--- src/rtl/dt_pkg.sv ---
// Shared constants and types for the distance-map threshold packer.
// Address widths are sized for the default 128x128 image packed 16 pixels per word.
package dt_pkg;

  localparam int IMG_W_DEF  = 128;
  localparam int IMG_H_DEF  = 128;
  localparam int WORD_W_DEF = 16;

  localparam int RES_AW = 14;
  localparam int STI_AW = 10;
  localparam int PIX_W  = 8;
  localparam int CNT_W  = 15;

  typedef enum logic [1:0] {
    ST_IDLE,
    ST_READ,
    ST_DRAIN,
    ST_FIN
  } state_t;

endpackage

--- src/rtl/dt_bit_packer.sv ---
// MSB-first serial-to-parallel packer: the first bit of a word lands in the MSB.
// word_valid pulses for one cycle after the last bit of a word is shifted in.
module dt_bit_packer
  import dt_pkg::*;
#(
  parameter int WORD_W = WORD_W_DEF
) (
  input  logic              clk,
  input  logic              reset,
  input  logic              clr,
  input  logic              shift_en,
  input  logic              bit_in,
  output logic [WORD_W-1:0] word,
  output logic              word_valid
);

  localparam int FILL_W = $clog2(WORD_W);
  localparam logic [FILL_W-1:0] LAST_FILL = FILL_W'(WORD_W - 1);

  // Only the first WORD_W-1 bits need storing; the final bit goes straight into word.
  logic [WORD_W-2:0] sr;
  logic [FILL_W-1:0] fill;

  always_ff @(posedge clk) begin
    if (reset) begin
      sr         <= '0;
      fill       <= '0;
      word       <= '0;
      word_valid <= 1'b0;
    end else if (clr) begin
      sr         <= '0;
      fill       <= '0;
      word_valid <= 1'b0;
    end else begin
      word_valid <= 1'b0;
      if (shift_en) begin
        sr   <= {sr[WORD_W-3:0], bit_in};
        fill <= fill + 1'b1;
        if (fill == LAST_FILL) begin
          word       <= {sr, bit_in};
          word_valid <= 1'b1;
        end
      end
    end
  end

endmodule

--- src/rtl/dt_pack.sv ---
// Streams the distance map through a threshold compare and packs the resulting
// binary image into words; also counts the 1-pixels of the pass.
module dt_pack
  import dt_pkg::*;
#(
  parameter int IMG_W  = IMG_W_DEF,
  parameter int IMG_H  = IMG_H_DEF,
  parameter int WORD_W = WORD_W_DEF
) (
  input  logic              clk,
  input  logic              reset,
  input  logic              start,
  input  logic [PIX_W-1:0]  thr,
  output logic              busy,
  output logic              done,
  output logic              res_rd,
  output logic [RES_AW-1:0] res_addr,
  input  logic [PIX_W-1:0]  res_di,
  output logic              sti_wr,
  output logic [STI_AW-1:0] sti_addr,
  output logic [WORD_W-1:0] sti_do,
  output logic [CNT_W-1:0]  ones_cnt
);

  localparam logic [RES_AW-1:0] LAST_PIX  = RES_AW'(IMG_W * IMG_H - 1);
  localparam logic [STI_AW-1:0] LAST_WORD = STI_AW'(IMG_W * IMG_H / WORD_W - 1);

  function automatic logic above_thr(input logic [PIX_W-1:0] d, input logic [PIX_W-1:0] t);
    return d > t;
  endfunction

  function automatic logic [CNT_W-1:0] sat_inc(input logic [CNT_W-1:0] v);
    return (v == '1) ? v : v + 1'b1;
  endfunction

  state_t state, next_state;

  logic             accept;
  logic [PIX_W-1:0] thr_p0;
  logic             rd_vld_p1;
  logic             pix_bit;

  assign accept  = (state == ST_IDLE) && start;
  assign pix_bit = above_thr(res_di, thr_p0);

  always_ff @(posedge clk) begin
    if (reset) state <= ST_IDLE;
    else       state <= next_state;
  end

  always_comb begin
    next_state = state;
    case (state)
      ST_IDLE:  if (start) next_state = ST_READ;
      ST_READ:  if (res_addr == LAST_PIX) next_state = ST_DRAIN;
      ST_DRAIN: if (sti_wr && (sti_addr == LAST_WORD)) next_state = ST_FIN;
      ST_FIN:   next_state = ST_IDLE;
      default:  next_state = ST_IDLE;
    endcase
  end

  // Stage 0: threshold captured once per pass, only on an accepted start.
  always_ff @(posedge clk) begin
    if (accept) thr_p0 <= thr;
  end

  // Stage 1: read issue, returning-data valid, ones count and word address.
  always_ff @(posedge clk) begin
    if (reset) begin
      busy      <= 1'b0;
      done      <= 1'b0;
      res_rd    <= 1'b0;
      res_addr  <= '0;
      rd_vld_p1 <= 1'b0;
      ones_cnt  <= '0;
      sti_addr  <= '0;
    end else begin
      busy      <= (next_state != ST_IDLE);
      done      <= (next_state == ST_FIN);
      res_rd    <= (next_state == ST_READ);
      rd_vld_p1 <= res_rd;
      if (accept) begin
        res_addr <= '0;
        ones_cnt <= '0;
        sti_addr <= '0;
      end else begin
        if ((state == ST_READ) && (next_state == ST_READ)) res_addr <= res_addr + 1'b1;
        if (rd_vld_p1 && pix_bit) ones_cnt <= sat_inc(ones_cnt);
        // Advances after each write so it names the word currently being written.
        if (sti_wr && (sti_addr != LAST_WORD)) sti_addr <= sti_addr + 1'b1;
      end
    end
  end

  // Stage 2: packed word and its write strobe come straight from the packer registers.
  dt_bit_packer #(
    .WORD_W(WORD_W)
  ) u_packer (
    .clk       (clk),
    .reset     (reset),
    .clr       (accept),
    .shift_en  (rd_vld_p1),
    .bit_in    (pix_bit),
    .word      (sti_do),
    .word_valid(sti_wr)
  );

endmodule

--- config.mk ---
export PLATFORM = sky130hd
export DESIGN_NAME = dt_pack
export DESIGN_NICKNAME = d
export VERILOG_FILES = /design/src/rtl/dt_pkg.sv /design/src/rtl/dt_bit_packer.sv /design/src/rtl/dt_pack.sv
export SDC_FILE = /design/constraint.sdc
export NUM_CORES = 1
export LEC_CHECK = 0
export ABC_CLOCK_PERIOD_IN_PS = 4800
export CAP_MARGIN = 25
export CORE_MARGIN = 2
export CORE_UTILIZATION = 56
export DETAILED_ROUTE_END_ITERATION = 10
export PLACE_DENSITY = 0.85
export SLEW_MARGIN = 10
export SYNTH_ARGS = -nofsm -noshare
export SYNTH_HDL_FRONTEND = slang
export SYNTH_HIERARCHICAL = 1
export SYNTH_SLANG_ARGS = --single-unit
--- constraint.sdc ---
create_clock -name clk -period 4.8 [get_ports clk]
set_clock_uncertainty 0.15 [all_clocks]
set_input_delay 1.44 -clock clk [delete_from_list [all_inputs] [get_ports clk]]
set_output_delay 1.44 -clock clk [all_outputs]
set_load 0.02 [all_outputs]
==> report_table.html <==
<table>
<tr><th>Metric</th><th>Value</th></tr>
<tr><th colspan="2">Finish</th></tr>
<tr><td>Diodes inserted</td><td>0</td></tr>
<tr><td>Ratio of cells with drive above 1 in the final layout</td><td>5.89%</td></tr>
<tr><td>Post-layout instance count excluding filler cells</td><td>588</td></tr>
<tr><td>Synth-to-Final Area Change</td><td>25.0%</td></tr>
<tr><td>NumNets Final</td><td>518</td></tr>
<tr><td>End-of-flow core utilization</td><td>73.0%</td></tr>
<tr><td>Filler Cell Count</td><td>515</td></tr>
<tr><th colspan="2">Routing</th></tr>
<tr><td>Detailed-router iteration count before antenna repair</td><td>4</td></tr>
<tr><td>Antenna violation net count after detailed routing</td><td>0</td></tr>
<tr><td>Routed Wire Length</td><td>7700 µm</td></tr>
<tr><td>Number of remaining DRC errors</td><td>0</td></tr>
<tr><td>Routed vias</td><td>3,185</td></tr>
<tr><td>Initial DRC count</td><td>202</td></tr>
<tr><td>Per-cell routed wire length</td><td>13.1 µm</td></tr>
<tr><td>Number of vias per cell after detailed routing</td><td>5.42</td></tr>
<tr><th colspan="2">Hold path</th></tr>
<tr><td>Hold path depth</td><td>1</td></tr>
<tr><td>Worst-case hold path end point</td><td>rd_vld_p1</td></tr>
<tr><td>Beginning of the worst hold path</td><td>res_rd</td></tr>
<tr><td>Min-Delay Path Class</td><td>reg2reg</td></tr>
<tr><th colspan="2">Clocking</th></tr>
<tr><td>Number of hold buffers added after CTS</td><td>0</td></tr>
<tr><td>Post_cts resized</td><td>0</td></tr>
<tr><td>Clk root buf</td><td>clkbuf_8</td></tr>
<tr><td>Number of H-tree levels</td><td>3</td></tr>
<tr><td>Maximum root-to-sink buffer count</td><td>2</td></tr>
<tr><td>TritonCTS clock tree</td><td>built</td></tr>
<tr><td>CTS Buf Count</td><td>9</td></tr>
<tr><td>Clock sink count</td><td>89</td></tr>
<tr><td>Post-CTS setup buffer count</td><td>0</td></tr>
<tr><td>Clock network latency to the later pin of the worst-skew pair</td><td>0.35 ns</td></tr>
<tr><td>Clock transition at the register clock pins on the worst setup and hold paths after CTS</td><td>0.09 ns</td></tr>
<tr><th colspan="2">Place</th></tr>
<tr><td>Placed Cells incl. Taps</td><td>572</td></tr>
<tr><td>Number of I/O port buffers</td><td>77</td></tr>
<tr><td>Placed wire-length estimate after detailed placement</td><td>5470 µm</td></tr>
<tr><td>GP Congestion</td><td>0.856</td></tr>
<tr><td>Pre-CTS setup slack</td><td>1.00 ns</td></tr>
<tr><th colspan="2">Synth</th></tr>
<tr><td>Post-Synthesis Net Count</td><td>443</td></tr>
<tr><td>Netlist area before placement</td><td>3990 µm²</td></tr>
<tr><td>Synthesized area divided by synthesized cell count</td><td>9.68 µm²</td></tr>
<tr><td>Share of Yosys cell area claimed by the top area cell type</td><td>40.6%</td></tr>
<tr><td>Most used standard cell by instance count after synthesis</td><td>dfxtp_1</td></tr>
<tr><td>Most numerous cell types in the synthesized netlist</td><td>81 x dfxtp_1, 46 x nor2_1, 33 x nand2b_1</td></tr>
<tr><td>Share of flip-flops with an asynchronous set or reset after synthesis</td><td>0%</td></tr>
<tr><td>Synth top area cells</td><td>dfxtp_1 41%, mux2i_1 8.0%, edfxtp_1 6.0%</td></tr>
<tr><td>Synth cell types</td><td>51</td></tr>
<tr><td>Area leader, netlist</td><td>dfxtp_1</td></tr>
<tr><td>Number of enable flip-flop cells after synthesis</td><td>8</td></tr>
<tr><td>Primary flip-flop cell chosen by synthesis mapping</td><td>dfxtp_1</td></tr>
<tr><td>Synth Instances</td><td>412</td></tr>
<tr><td>Sequential share of the synthesized area</td><td>46.7%</td></tr>
<tr><td>Number of warning messages in the yosys log</td><td>6</td></tr>
<tr><td>Total of flip-flops plus latches after synthesis</td><td>89</td></tr>
<tr><th colspan="2">Timing</th></tr>
<tr><td>Fmax</td><td>290 MHz</td></tr>
<tr><td>Tmin final</td><td>3.45 ns</td></tr>
<tr><td>Setup TNS</td><td>0 ns</td></tr>
<tr><td>Fin. max-slew vios</td><td>0</td></tr>
<tr><td>Hold Violations, Final</td><td>0</td></tr>
<tr><td>Final setup viols</td><td>0</td></tr>
<tr><td>Post-layout worst setup margin</td><td>1.35 ns</td></tr>
<tr><td>Unrepaired setup endpoints after global routing</td><td>false</td></tr>
<tr><td>Final period utilization</td><td>71.8%</td></tr>
<tr><td>Relative max-transition margin</td><td>46.2%</td></tr>
<tr><td>Worst-Margin Slew</td><td>0.806 ns</td></tr>
<tr><th colspan="2">Worst setup path</th></tr>
<tr><td>Type of element launching the critical path</td><td>primary input</td></tr>
<tr><td>Critical path's largest stage delay</td><td>0.66 ns</td></tr>
<tr><td>Data arrival time at the worst-slack endpoint</td><td>3.50 ns</td></tr>
<tr><td>Data required time of the worst path</td><td>4.86 ns</td></tr>
<tr><td>End of the worst register-to-register path</td><td>ones_cnt[6]</td></tr>
<tr><td>Largest fanout of any net on the critical path</td><td>24</td></tr>
<tr><td>Path depth of the worst reg2reg path</td><td>7</td></tr>
<tr><td>Reg2reg start</td><td>ones_cnt[0]</td></tr>
<tr><td>Critical path start-end classification</td><td>in2reg</td></tr>
<tr><td>Worst reg2reg setup slack</td><td>2.44 ns</td></tr>
<tr><td>Critical Path End Type</td><td>register</td></tr>
<tr><td>Critical path cell sequence</td><td>clkdlybuf4s50_1 -&gt; ha_1 -&gt; nor2b_1 -&gt; o211ai_1 -&gt; a21oi_2 -&gt; o21ai_2 -&gt; or3_1 -&gt; a21oi_1</td></tr>
<tr><td>Max stage delay cell, worst path</td><td>o21ai_2</td></tr>
<tr><th colspan="2">Floorplan</th></tr>
<tr><td>Die outline area</td><td>7820 µm²</td></tr>
<tr><td>Overall die width</td><td>88.4 µm</td></tr>
<tr><td>Vert. Die Dim</td><td>88.4 µm</td></tr>
<tr><td>IO Count</td><td>78</td></tr>
<tr><td>Effective utilization at floorplan</td><td>58.4%</td></tr>
<tr><td>Core Footprint</td><td>6830 µm²</td></tr>
<tr><td>Std cell rows</td><td>30</td></tr>
<tr><th colspan="2">GRT</th></tr>
<tr><td>Via count of the first global-routing pass</td><td>3,002</td></tr>
<tr><td>Pin count of the biggest net entering global routing</td><td>25</td></tr>
<tr><td>Total GRT Usage</td><td>20.8%</td></tr>
<tr><td>Remaining global-route overflow</td><td>0</td></tr>
<tr><td>Wire length of the first global-routing pass</td><td>13,000 µm</td></tr>
<tr><td>Number of antenna violations at the first check in global routing</td><td>0</td></tr>
<tr><th colspan="2">Job</th></tr>
<tr><td>Max-cap violations</td><td>0</td></tr>
<tr><th colspan="2">Run status</th></tr>
<tr><td>Run status</td><td>complete, no violations</td></tr>
<tr><th colspan="2">Power and ir drop</th></tr>
<tr><td>Leakage power</td><td>1.72 nW</td></tr>
<tr><td>Pwr per Cell Area</td><td>269 nW/µm²</td></tr>
<tr><td>Peak supply drop</td><td>205 µV</td></tr>
</table>
-- power by group --
part	switching, mW	leakage, nW	internal [mW]
sequential	0.00532	0.730	0.757
clock	0.288	0.100	0.205
combinational	0.0452	0.888	0.0394
-- placed cells by master (no fill, tap or decap), drive strengths merged, types with 4 or more instances in the layout --
cell	instances
a21oi	18
inv	15
edfxtp	8
xnor2	8
ha	12
mux2i	32
nor2	47
and3	5
nand3	17
clkbuf	9
nor3	9
nand2b	33
or3	8
and4	5
dfxtp	81
or4	5
nand2	27
o21ai	12
nand4	9
xor2	14
clkdlybuf4s50	77
buf	4
-- metal layers --
metal / GRT usage, % / wire length [µm] / share of wire, % / vias up
met1: 26.2 / 3440 / 45 / 1496
li1: - / - / - / 1587
met5: 0 / 0 / 0 / -
met2: 34.6 / 3760 / 49 / 88
met4: 10.2 / 146 / 1.9 / 0
met3: 3.54 / 351 / 4.6 / 14
-- cell families (layout without fill, tap and decap cells) --
logic type | Yosys count | after routing | synth area share (%)
AND/OR/NAND/NOR | 182 | 182 | 24.8
flip-flops | 89 | 89 | 46.7
AO/OA/AOI/OAI | 47 | 47 | 7.68
multiplexers | 33 | 33 | 8.31
buffers and inverters | 27 | 107 | 3.98
XOR/XNOR | 22 | 22 | 4.83
adder cells (fa/ha/maj) | 12 | 12 | 3.76
-- cell type report --
class,count,area (µm²),area share [%]
timing repair buffer,81,801,16.1
multi-input combinational,296,1970,39.6
tap,96,120,2.41
clock buffer,9,124,2.48
sequential,89,1860,37.3
inverter,10,37.5,0.753
clock inverter,7,68.8,1.38
-- stage by stage --
step,hold slack [ns],power [mW],cell area [µm²]
floorplan,0.301,0.834,3990
global placement,0.309,0.862,4790
detailed placement,0.310,0.865,4790
CTS,0.326,1.35,4990
global route,0.333,1.40,4990
finish,0.321,1.34,4990
-- critical path: cells and delay by family --
kind | cells | cell delay, ns
AND/OR/NAND/NOR | 2 | 0.34
buffers and inverters | 1 | 0.41
AO/OA/AOI/OAI | 4 | 1.01
adder cells (fa/ha/maj) | 1 | 0.30
-- flip-flops by register name, summed over array words and instances, names as in the netlist, 2 cells and up --
signal,cells
state,2
res_addr,14
sti_addr,10
thr_p0,8
ones_cnt,15
u_packer/sr,15
u_packer/fill,4
u_packer/word,16
-- how the worst max path moves through the flow --
| stage | from | slack, ns | endpoint |
|---|---|---|---|
| 2_1_floorplan | start | 1.08 | res_addr[12] |
| 3_3_place_gp | res_di[1] | 1.08 | ones_cnt[11] |
| 3_5_place_dp | res_di[1] | 1.00 | ones_cnt[4] |
| 4_1_cts | res_di[1] | 1.39 | ones_cnt[4] |
| 5_1_grt | res_di[1] | 1.23 | ones_cnt[7] |
| 6_report | res_di[1] | 1.35 | ones_cnt[4] |
No activity file was read; power rests on OpenSTA's default activity.
